File: config.mk
export PLATFORM = sky130hd
export DESIGN_NAME = pipe_hazard_ctrl
export DESIGN_NICKNAME = d
export VERILOG_FILES = /design/src/rtl/mips_pkg.sv /design/src/rtl/main_decoder.sv /design/src/rtl/pipe_hazard_ctrl.sv
export SDC_FILE = /design/constraint.sdc
export NUM_CORES = 1
export LEC_CHECK = 0
export ABC_AREA = 1
export CORE_ASPECT_RATIO = 1.2
export CORE_MARGIN = 2
export CORE_UTILIZATION = 45
export CTS_CLUSTER_DIAMETER = 150
export DETAILED_ROUTE_END_ITERATION = 12
export HOLD_SLACK_MARGIN = 0.12
export PLACE_DENSITY = 0.76
export SLEW_MARGIN = 20
export SYNTH_ARGS = -nofsm -noshare
export SYNTH_HDL_FRONTEND = slang
export SYNTH_SLANG_ARGS = --single-unit
File: constraint.sdc
create_clock -name clk -period 2.5 [get_ports clk]
set_clock_uncertainty 0.1 [all_clocks]
set_input_delay 0.5 -clock clk [delete_from_list [all_inputs] [get_ports clk]]
set_output_delay 0.5 -clock clk [all_outputs]
set_load 0.005 [all_outputs]
File: src/rtl/mips_pkg.sv
// mips_pkg: shared encodings, control-word layout, FSM states and scoreboard entry for the hazard controller.
package mips_pkg;
  localparam logic [5:0] OP_RTYPE = 6'h00;
  localparam logic [5:0] OP_LW    = 6'h23;
  localparam logic [5:0] OP_SW    = 6'h2B;
  localparam logic [5:0] OP_ADDI  = 6'h08;
  localparam logic [5:0] OP_BEQ   = 6'h04;
  localparam logic [5:0] F_ADD = 6'h20;
  localparam logic [5:0] F_SUB = 6'h22;
  localparam logic [5:0] F_AND = 6'h24;
  localparam logic [5:0] F_OR  = 6'h25;
  localparam logic [5:0] F_SLT = 6'h2A;
  localparam logic [2:0] ALU_ADD = 3'b010;
  localparam logic [2:0] ALU_SUB = 3'b110;
  localparam logic [2:0] ALU_AND = 3'b000;
  localparam logic [2:0] ALU_OR  = 3'b001;
  localparam logic [2:0] ALU_SLT = 3'b111;
  localparam int CW_MEMREAD  = 8;
  localparam int CW_REGDST   = 5;
  localparam int CW_REGWRITE = 0;
  // {MemRead, MemWrite, ALUSrc, RegDst, ALUop[2:0], MemtoReg, RegWrite}
  localparam logic [8:0] CW_LW   = 9'b1_0_1_1_010_1_1;
  localparam logic [8:0] CW_SW   = 9'b0_1_1_0_010_0_0;
  localparam logic [8:0] CW_ADDI = 9'b0_0_1_1_010_0_1;
  typedef enum logic [1:0] {RUN = 2'd0, STALL = 2'd1, FLUSH = 2'd2} state_t;
  typedef struct packed {
    logic [4:0] rs;
    logic [4:0] rt;
    logic [4:0] dest;
    logic       regwrite;
    logic       memread;
  } sb_t;
  function automatic logic writes(sb_t e, logic [4:0] r);
    return e.regwrite && e.dest != 5'd0 && e.dest == r;
  endfunction
endpackage

File: src/rtl/main_decoder.sv
// main_decoder: maps the IF/ID instruction to the 9-bit pipeline control word.
module main_decoder
  import mips_pkg::*;
(
  input  logic [31:0] instruction,
  output logic [8:0]  ControlOutput
);
  logic [5:0] op;
  logic [5:0] funct;
  logic [2:0] alu;
  logic       known;
  assign op    = instruction[31:26];
  assign funct = instruction[5:0];
  assign known = funct inside {F_ADD, F_SUB, F_AND, F_OR, F_SLT};
  assign alu   = funct == F_SUB ? ALU_SUB :
                 funct == F_AND ? ALU_AND :
                 funct == F_OR  ? ALU_OR  :
                 funct == F_SLT ? ALU_SLT : ALU_ADD;
  always_comb
    ControlOutput = instruction == 32'd0 ? 9'd0 :
                    op == OP_RTYPE ? (known ? {4'b0000, alu, 2'b01} : 9'd0) :
                    op == OP_LW    ? CW_LW :
                    op == OP_SW    ? CW_SW :
                    op == OP_ADDI  ? CW_ADDI : 9'd0;
endmodule

File: src/rtl/pipe_hazard_ctrl.sv
// pipe_hazard_ctrl: load-use/branch stall, forwarding select, flush control and perf counters for a 5-stage MIPS pipe.
module pipe_hazard_ctrl
  import mips_pkg::*;
(
  input  logic        clk,
  input  logic        rst,
  input  logic [31:0] instruction,
  input  logic        eq,
  output logic [8:0]  ControlOutput,
  output logic        HazardSel,
  output logic        PCWrite,
  output logic        IF_IDWrite,
  output logic        PCSrc,
  output logic        IF_Flush,
  output logic [1:0]  ForwardA,
  output logic [1:0]  ForwardB,
  output logic [15:0] stall_count,
  output logic [15:0] flush_count
);
  logic [8:0] cw;
  logic [4:0] rs, rt, rd, dest;
  logic       is_beq, uses_rt, load_use, br_stall, stall, taken, go;
  sb_t        id_e, ex, mem, wb;
  state_t     state, state_n;
  main_decoder u_dec (.instruction(instruction), .ControlOutput(cw));
  assign ControlOutput = cw;
  assign rs      = instruction[25:21];
  assign rt      = instruction[20:16];
  assign rd      = instruction[15:11];
  assign dest    = cw[CW_REGDST] ? rt : rd;
  assign is_beq  = instruction[31:26] == OP_BEQ;
  assign uses_rt = (instruction[31:26] == OP_RTYPE && instruction != 32'd0) || instruction[31:26] == OP_SW || is_beq;
  assign id_e    = '{rs: rs, rt: rt, dest: dest, regwrite: cw[CW_REGWRITE], memread: cw[CW_MEMREAD]};
  assign load_use = ex.memread && ex.dest != 5'd0 && (ex.dest == rs || (uses_rt && ex.dest == rt));
  assign br_stall = is_beq && (writes(ex, rs) || writes(ex, rt) || writes(mem, rs) ||
                               writes(mem, rt) || writes(wb, rs) || writes(wb, rt));
  assign stall = load_use || br_stall;
  // A stall holds the branch in ID, so it can never be taken in the same cycle.
  assign taken = is_beq && eq && !stall;
  assign go    = !rst && !stall;
  assign PCWrite    = go;
  assign IF_IDWrite = go;
  assign HazardSel  = go;
  assign PCSrc      = !rst && taken;
  assign IF_Flush   = !rst && taken;
  assign ForwardA = rst ? 2'b00 : writes(mem, ex.rs) ? 2'b01 : writes(wb, ex.rs) ? 2'b10 : 2'b00;
  assign ForwardB = rst ? 2'b00 : writes(mem, ex.rt) ? 2'b01 : writes(wb, ex.rt) ? 2'b10 : 2'b00;
  always_comb
    state_n = stall ? STALL : (state == RUN && taken) ? FLUSH : RUN;
  always_ff @(posedge clk or posedge rst)
    if (rst) begin
      ex          <= '0;
      mem         <= '0;
      wb          <= '0;
      stall_count <= '0;
      flush_count <= '0;
      state       <= RUN;
    end else begin
      ex          <= stall ? '0 : id_e;
      mem         <= ex;
      wb          <= mem;
      stall_count <= stall_count + {15'd0, stall && stall_count != 16'hFFFF};
      flush_count <= flush_count + {15'd0, taken && flush_count != 16'hFFFF};
      state       <= state_n;
    end
endmodule

# [Word level (Yosys, flattened, before mapping)]
# Cells that the tools add are included.
[classes] n_addsub=2 n_eq_ne=21 mux=18 reduce_logical=42
[ops] op="$eq 5x5->1" count=10
[ops] op="$eq 6x6->1 const B" count=7
[ops] op="$mux 9" count=4
[ops] op="$add 16x1->16" count=2
[ops] op="$logic_not 32->1" count=1
[ops] op="$ne 16x16->1 const B" count=2
[ops] op="$reduce_bool 32->1" count=1
[ops] op="$logic_and 1x1->1" count=24
[ops] op="$reduce_bool 5->1" count=4
[ops] op="$mux 17" count=1
[ops] op="$mux 2" count=6
[ops] op="$mux 3" count=4
[ops] op="$mux 5" count=2
[ops] op="$logic_or 1x1->1" count=9
[ops] op="$mux 7" count=1
[ops] op="$eq 6x3->1 const B" count=1
[ops] op="$eq 6x4->1 const B" count=1
[ops] op="$logic_not 6->1" count=1
[ops] op="$logic_not 1->1" count=2
[totals] ff_bits=61 inputBits=35 output_inout_bits=50 elab_cells=94

# [Logic depth before layout (Yosys ltp)]
[logic_depth] word_depth=14 mapped_depth=20 mapped_depth_nobuf=19

# [Cells and area by module]
# Synthesis repeated with hierarchy kept, for this count alone.
[hier_totals] hier_cells=507 area_unflattened_um2=3779.9
[by_module_without_submodules] mod="pipe_hazard_ctrl" instances=1 cells_each=427 area_per_inst_um2=3412.0 seq_area_each_um2=1526.5
[by_module_without_submodules] mod="main_decoder" instances=1 cells_each=80 area_per_inst_um2=367.9 seq_area_each_um2=0.0

# [Least setup slack after synthesis]
# No wires, ideal clock.
[synth_timing] path_type="input-to-reg" startpoint="input port instruction[26]" endpoint="register stall_count[15]" setup_ns=0.079 arrival_ns=2.366 required_time_ns=2.321 setup_slack_ns=-0.045 path_stages=15 path_buffers=0 cell_sequence="nor2_1 -> nor3b_2 -> nand3_1 -> nand3_1 -> inv_1 -> nand2_1 -> nand2_2 -> a21oi_1 -> ha_1 -> nand2_1 -> nor2_2 -> inv_1 -> nor2_1 -> and3_1 -> xor2_1"
[synth_between] elab_chain_len=10 elab_cells_between_ends=14 cone_classes="1 x add/sub; 2 x eq/ne; 11 x reduce/logical"
[synth_rtl] item="from (decl)" line_no="pipe_hazard_ctrl.sv:7" text="input logic [31:0] instruction,"
[synth_rtl] item="$reduce_bool 32->1 / $logic_not 6->1 (equally long branches)" line_no="pipe_hazard_ctrl.sv:32" text="assign uses_rt = (instruction[31:26] == OP_RTYPE && instruction != 32'd0) || instruction[31:26] == OP_SW || is ..."
[synth_rtl] item="$logic_and 1x1->1" line_no="pipe_hazard_ctrl.sv:32"
[synth_rtl] item="$logic_or 1x1->1 (2 in a row)" line_no="pipe_hazard_ctrl.sv:32"
[synth_rtl] item="$logic_and 1x1->1" line_no="pipe_hazard_ctrl.sv:34" text="assign load_use = ex.memread && ex.dest != 5'd0 && (ex.dest == rs || (uses_rt && ex.dest == rt));"
[synth_rtl] item="$logic_or 1x1->1" line_no="pipe_hazard_ctrl.sv:34"
[synth_rtl] item="$logic_and 1x1->1" line_no="pipe_hazard_ctrl.sv:34"
[synth_rtl] item="$logic_or 1x1->1 *" line_no="pipe_hazard_ctrl.sv:37" text="assign stall = load_use || br_stall;"
[synth_rtl] item="$logic_and 1x1->1 *" line_no="pipe_hazard_ctrl.sv:62" text="stall_count <= stall_count + {15'd0, stall && stall_count != 16'hFFFF};"
[synth_rtl] item="$add 16x1->16 *" line_no="pipe_hazard_ctrl.sv:62"
[synth_rtl] item="to (signal assigned)" line_no="pipe_hazard_ctrl.sv:62"
[synth_rtl] item="to (decl)" line_no="pipe_hazard_ctrl.sv:17" text="output logic [15:0] stall_count,"
# Mark *: on every way between the ends. The rest lies on a longest branch, timed or not.

# [Final worst setup path]
[layout_timing] startpoint="register stall_count[7]" endpoint="register stall_count[5]"
[layout_between] elab_chain_len=3
[layout_rtl] item="$ne 16x16->1" line_no="pipe_hazard_ctrl.sv:62"
[layout_rtl] item="$logic_and 1x1->1" line_no="pipe_hazard_ctrl.sv:62"
[layout_rtl] item="$add 16x1->16" line_no="pipe_hazard_ctrl.sv:62"
# No other way between the ends.

==> flow_metrics.py <==
metrics = {
    "run_status": {
        "outcome": "finished, violations left",
        "violations": "setup timing",
    },
    "placed_design": {
        "gp_congestion": 0.918,
        "preCtsSetupSlack_ns": -0.960,
        "hpwl_um": 8060,
        "dpl_cell_area_um2": 5150,
        "io_buffers": 84,
    },
    "synthesis": {
        "yosys_warnings": 0,
        "syn_inst": 465,
        "synthMuxAreaShare": 0.00627,
        "synth_cell_type_count": 35,
        "netlist_area_um2": 3590,
        "syn_nets": 505,
        "yosysSeqAreaShare": 0.425,
        "avgSynthCellArea_um2": 7.73,
        "synth-simple-area-share": 0.324,
        "synth_top_family_by_area": "simple AND/OR/NAND/NOR gates",
        "yosys.area_share.xor_xnor": 0.0926,
        "synth_seq_cells": 61,
        "synthAdderAreaFrac": 0.0174,
        "synth_compound_area_frac": 0.0379,
    },
    "grt": {
        "grt_max_degree": 44,
        "grt_pass1_vias": 4198,
        "grt_pass1_wl_um": 19400,
        "grt_use_total": 0.287,
        "antenna_found_initial": 0,
        "overflow": 0,
    },
    "floorplanning": {
        "initial_core_util": 0.466,
        "fp.coreArea_um2": 7710,
        "rows": 35,
        "die_w_um": 85.6,
        "fp.dieArea_um2": 8720,
        "pin_count": 85,
        "die_h_um": 102,
    },
    "cells_and_area": {
        "num_antenna_cells": 0,
        "final_area_um2": 6090,
        "nets": 716,
        "area_growth_pct": 69.5,
        "drive_above_1_share": 0.440,
    },
    "power_and_ir_drop": {
        "ir_drop_uv": 518,
        "finalPower_mw": 2.41,
        "p_leak_nw": 3.21,
        "p_per_area_nw_per_um2": 396,
    },
    "sta": {
        "fin_ws_ns": -0.270,
        "clock.fmax_mhz": 361,
        "setup_violations": 24,
        "min_period_over_period": 1.11,
        "min_period_ns": 2.77,
        "slew_viol_final": 0,
        "finalHoldViolCount": 0,
        "rsz0062_at_grt": "yes",
        "worst_pin_slew_ns": 0.571,
        "maxSlewHeadroom": 0.616,
    },
    "cts": {
        "cts_tree": "yes",
        "ctsHtreeMaxLevel": 3,
        "clock_latency_ns": 0.35,
        "cts.path.max_buffers": 2,
        "clock_sinks": 61,
        "path_clk_slew_ns": 0.07,
        "root_buffer": "clkbuf_8",
        "cts_buffers": 9,
    },
    "setup_path": {
        "crit_type": "register to register",
        "crit_path_start_kind": "register",
        "worstRegToRegCells": 14,
        "critPathArrivalTime_ns": 2.90,
        "cp_max_fo": 4,
        "critPathCaptureType": "register",
        "worst_ep_required_time_ns": 2.63,
    },
    "drt": {
        "vias": 4216,
        "dr.pass1.iters": 5,
        "wl_per_cell_um": 18.5,
        "drt-initial-drc-count": 226,
        "wl_um": 14300,
        "drc_errors": 0,
        "postRouteAntennaNets": 0,
        "via_per_inst": 5.47,
    },
    "hold_path": {
        "hold_path_depth": 0,
        "hold_path.class": "register to register",
    },
    "job": {
        "max_cap_violations": 0,
    },
}
[cells in the mapped netlist]
cell type    n  area [um^2]
a21oi_1     10         50.1
a21oi_2      2         17.5
and3_1       1         6.26
buf_12       1         20.0
buf_2        2         10.0
buf_4        4         30.0
buf_6        2         22.5
dfrtp_1     61         1530
ha_1         5         62.6
inv_1       62          233
inv_2        9         33.8
mux2_2       2         22.5
nand2_1    116          435
nand2_2      2         12.5
nand2_4      2         22.5
nand3_1     22          110
nand3_2      3         30.0
nand3b_1     1         7.51
nand4_1     13         81.3
nor2_1      60          225
nor2_2      14         87.6
nor3_1       9         45.0
nor3_2       1         10.0
nor3b_1      1         7.51
nor3b_2      1         12.5
nor4_1       5         31.3
nor4_2       1         12.5
nor4b_1      1         8.76
o21ai_0      6         30.0
o21ai_2      1         8.76
o221ai_1     2         17.5
o22ai_1      2         12.5
or2_2        3         18.8
xnor2_1     18          158
xor2_1      20          175
[layer usage]
metal | vias up | part of all wire | global-route usage
met5 | - | 0 | 0
met4 | 0 | 0.066 | 0.167
met3 | 91 | 0.063 | 0.0606
met2 | 250 | 0.52 | 0.516
met1 | 2007 | 0.35 | 0.311
li1 | 1868 | - | -
[logic make-up (layout without fill, tap and decap cells)]
logic type,Yosys count,after routing
DFF,61,61
AOI/OAI and AO/OA,23,23
xor gates and xnor gates,38,38
and+or+nand+nor,256,256
buffers and inverters,80,294
muxes,2,2
adders and majority gates,5,5
[layout by cell type (no fill, tap or decap), types with 9 or more instances in the layout]
master	instances
nand4_1	13
xor2_1	18
buf_2	15
nor2_1	41
nor2_4	11
clkbuf_8	10
nand3_1	15
dlygate4sd2_1	16
nand2_2	12
buf_6	16
nand2_1	103
dfrtp_1	57
inv_1	42
a21oi_1	9
nor2_2	22
inv_2	24
clkdlybuf4s50_1	34
xnor2_1	12
buf_4	107
[final timing paths]
check / to / from / slack (ns)
max in group asynchronous: wb[4]$_DFF_PP0_ / rst / 1.36
worst min register to register: mem[1]$_DFF_PP0_ / ex[1]$_DFF_PP0_ / 0.29
worst max-delay path: stall_count[5]$_DFF_PP0_ / stall_count[7]$_DFF_PP0_ / -0.27
min in group asynchronous: flush_count[10]$_DFF_PP0_ / rst / 0.69
worst max register to register: stall_count[5]$_DFF_PP0_ / stall_count[7]$_DFF_PP0_ / -0.27
worst min-delay path: mem[1]$_DFF_PP0_ / ex[1]$_DFF_PP0_ / 0.29
[sequential cells by signal, summed over array words and instances, names as in the netlist]
register / flops
mem: 6
stall_count: 16
ex: 17
flush_count: 16
wb: 6
[metrics by stage]
stage	std cells	hold WS, ns	utilization	setup TNS (ns)
after floorplan	465	0.249	-	0
after global placement	720	0.257	0.669	-22.36
after detailed placement	720	0.265	0.669	-26.73
after CTS	756	0.276	0.741	-0.619
after global routing	771	0.297	0.790	-5.86
final	771	0.291	0.790	-2.36
[layout make-up]
| type | instances | area (um^2) |
|---|---|---|
| fill | 428 | 1620 |
| clock buffer | 10 | 138 |
| timing repair buffer | 209 | 1750 |
| clock inverter | 4 | 50.0 |
| sequential | 61 | 1530 |
| multi-input combinational | 324 | 2230 |
| inverter | 71 | 279 |
| tap | 92 | 115 |
[power by group]
group          leakage [nW]  switching (mW)  internal [mW]
Combinational          2.35           0.228          0.221
Sequential            0.768          0.0440           1.02
Clock                0.0902           0.424          0.475
[worst max-delay path, stage by stage (launching register included)]
cell,delay (ns)
dfrtp_1,0.42
nand2_1,0.18
nor2_1,0.24
nand4_1,0.22
nor4_1,0.48
a21oi_4,0.08
ha_4,0.20
nand2_4,0.08
nor2_4,0.06
inv_4,0.09
nor2_4,0.04
buf_4,0.13
buf_4,0.13
nor2_1,0.13
nor2_1,0.07
[repair_timing]
action / 4_1_cts / 5_1_grt
endpoints found under the setup margin: 46 / 39
gates resized for setup: 168 / 103
gates cloned: 0 / 0
setup buffers: 22 / 18
hold buffers: 0 / 0
pin swaps: 47 / 58
(Power assumes the default switching activity.)
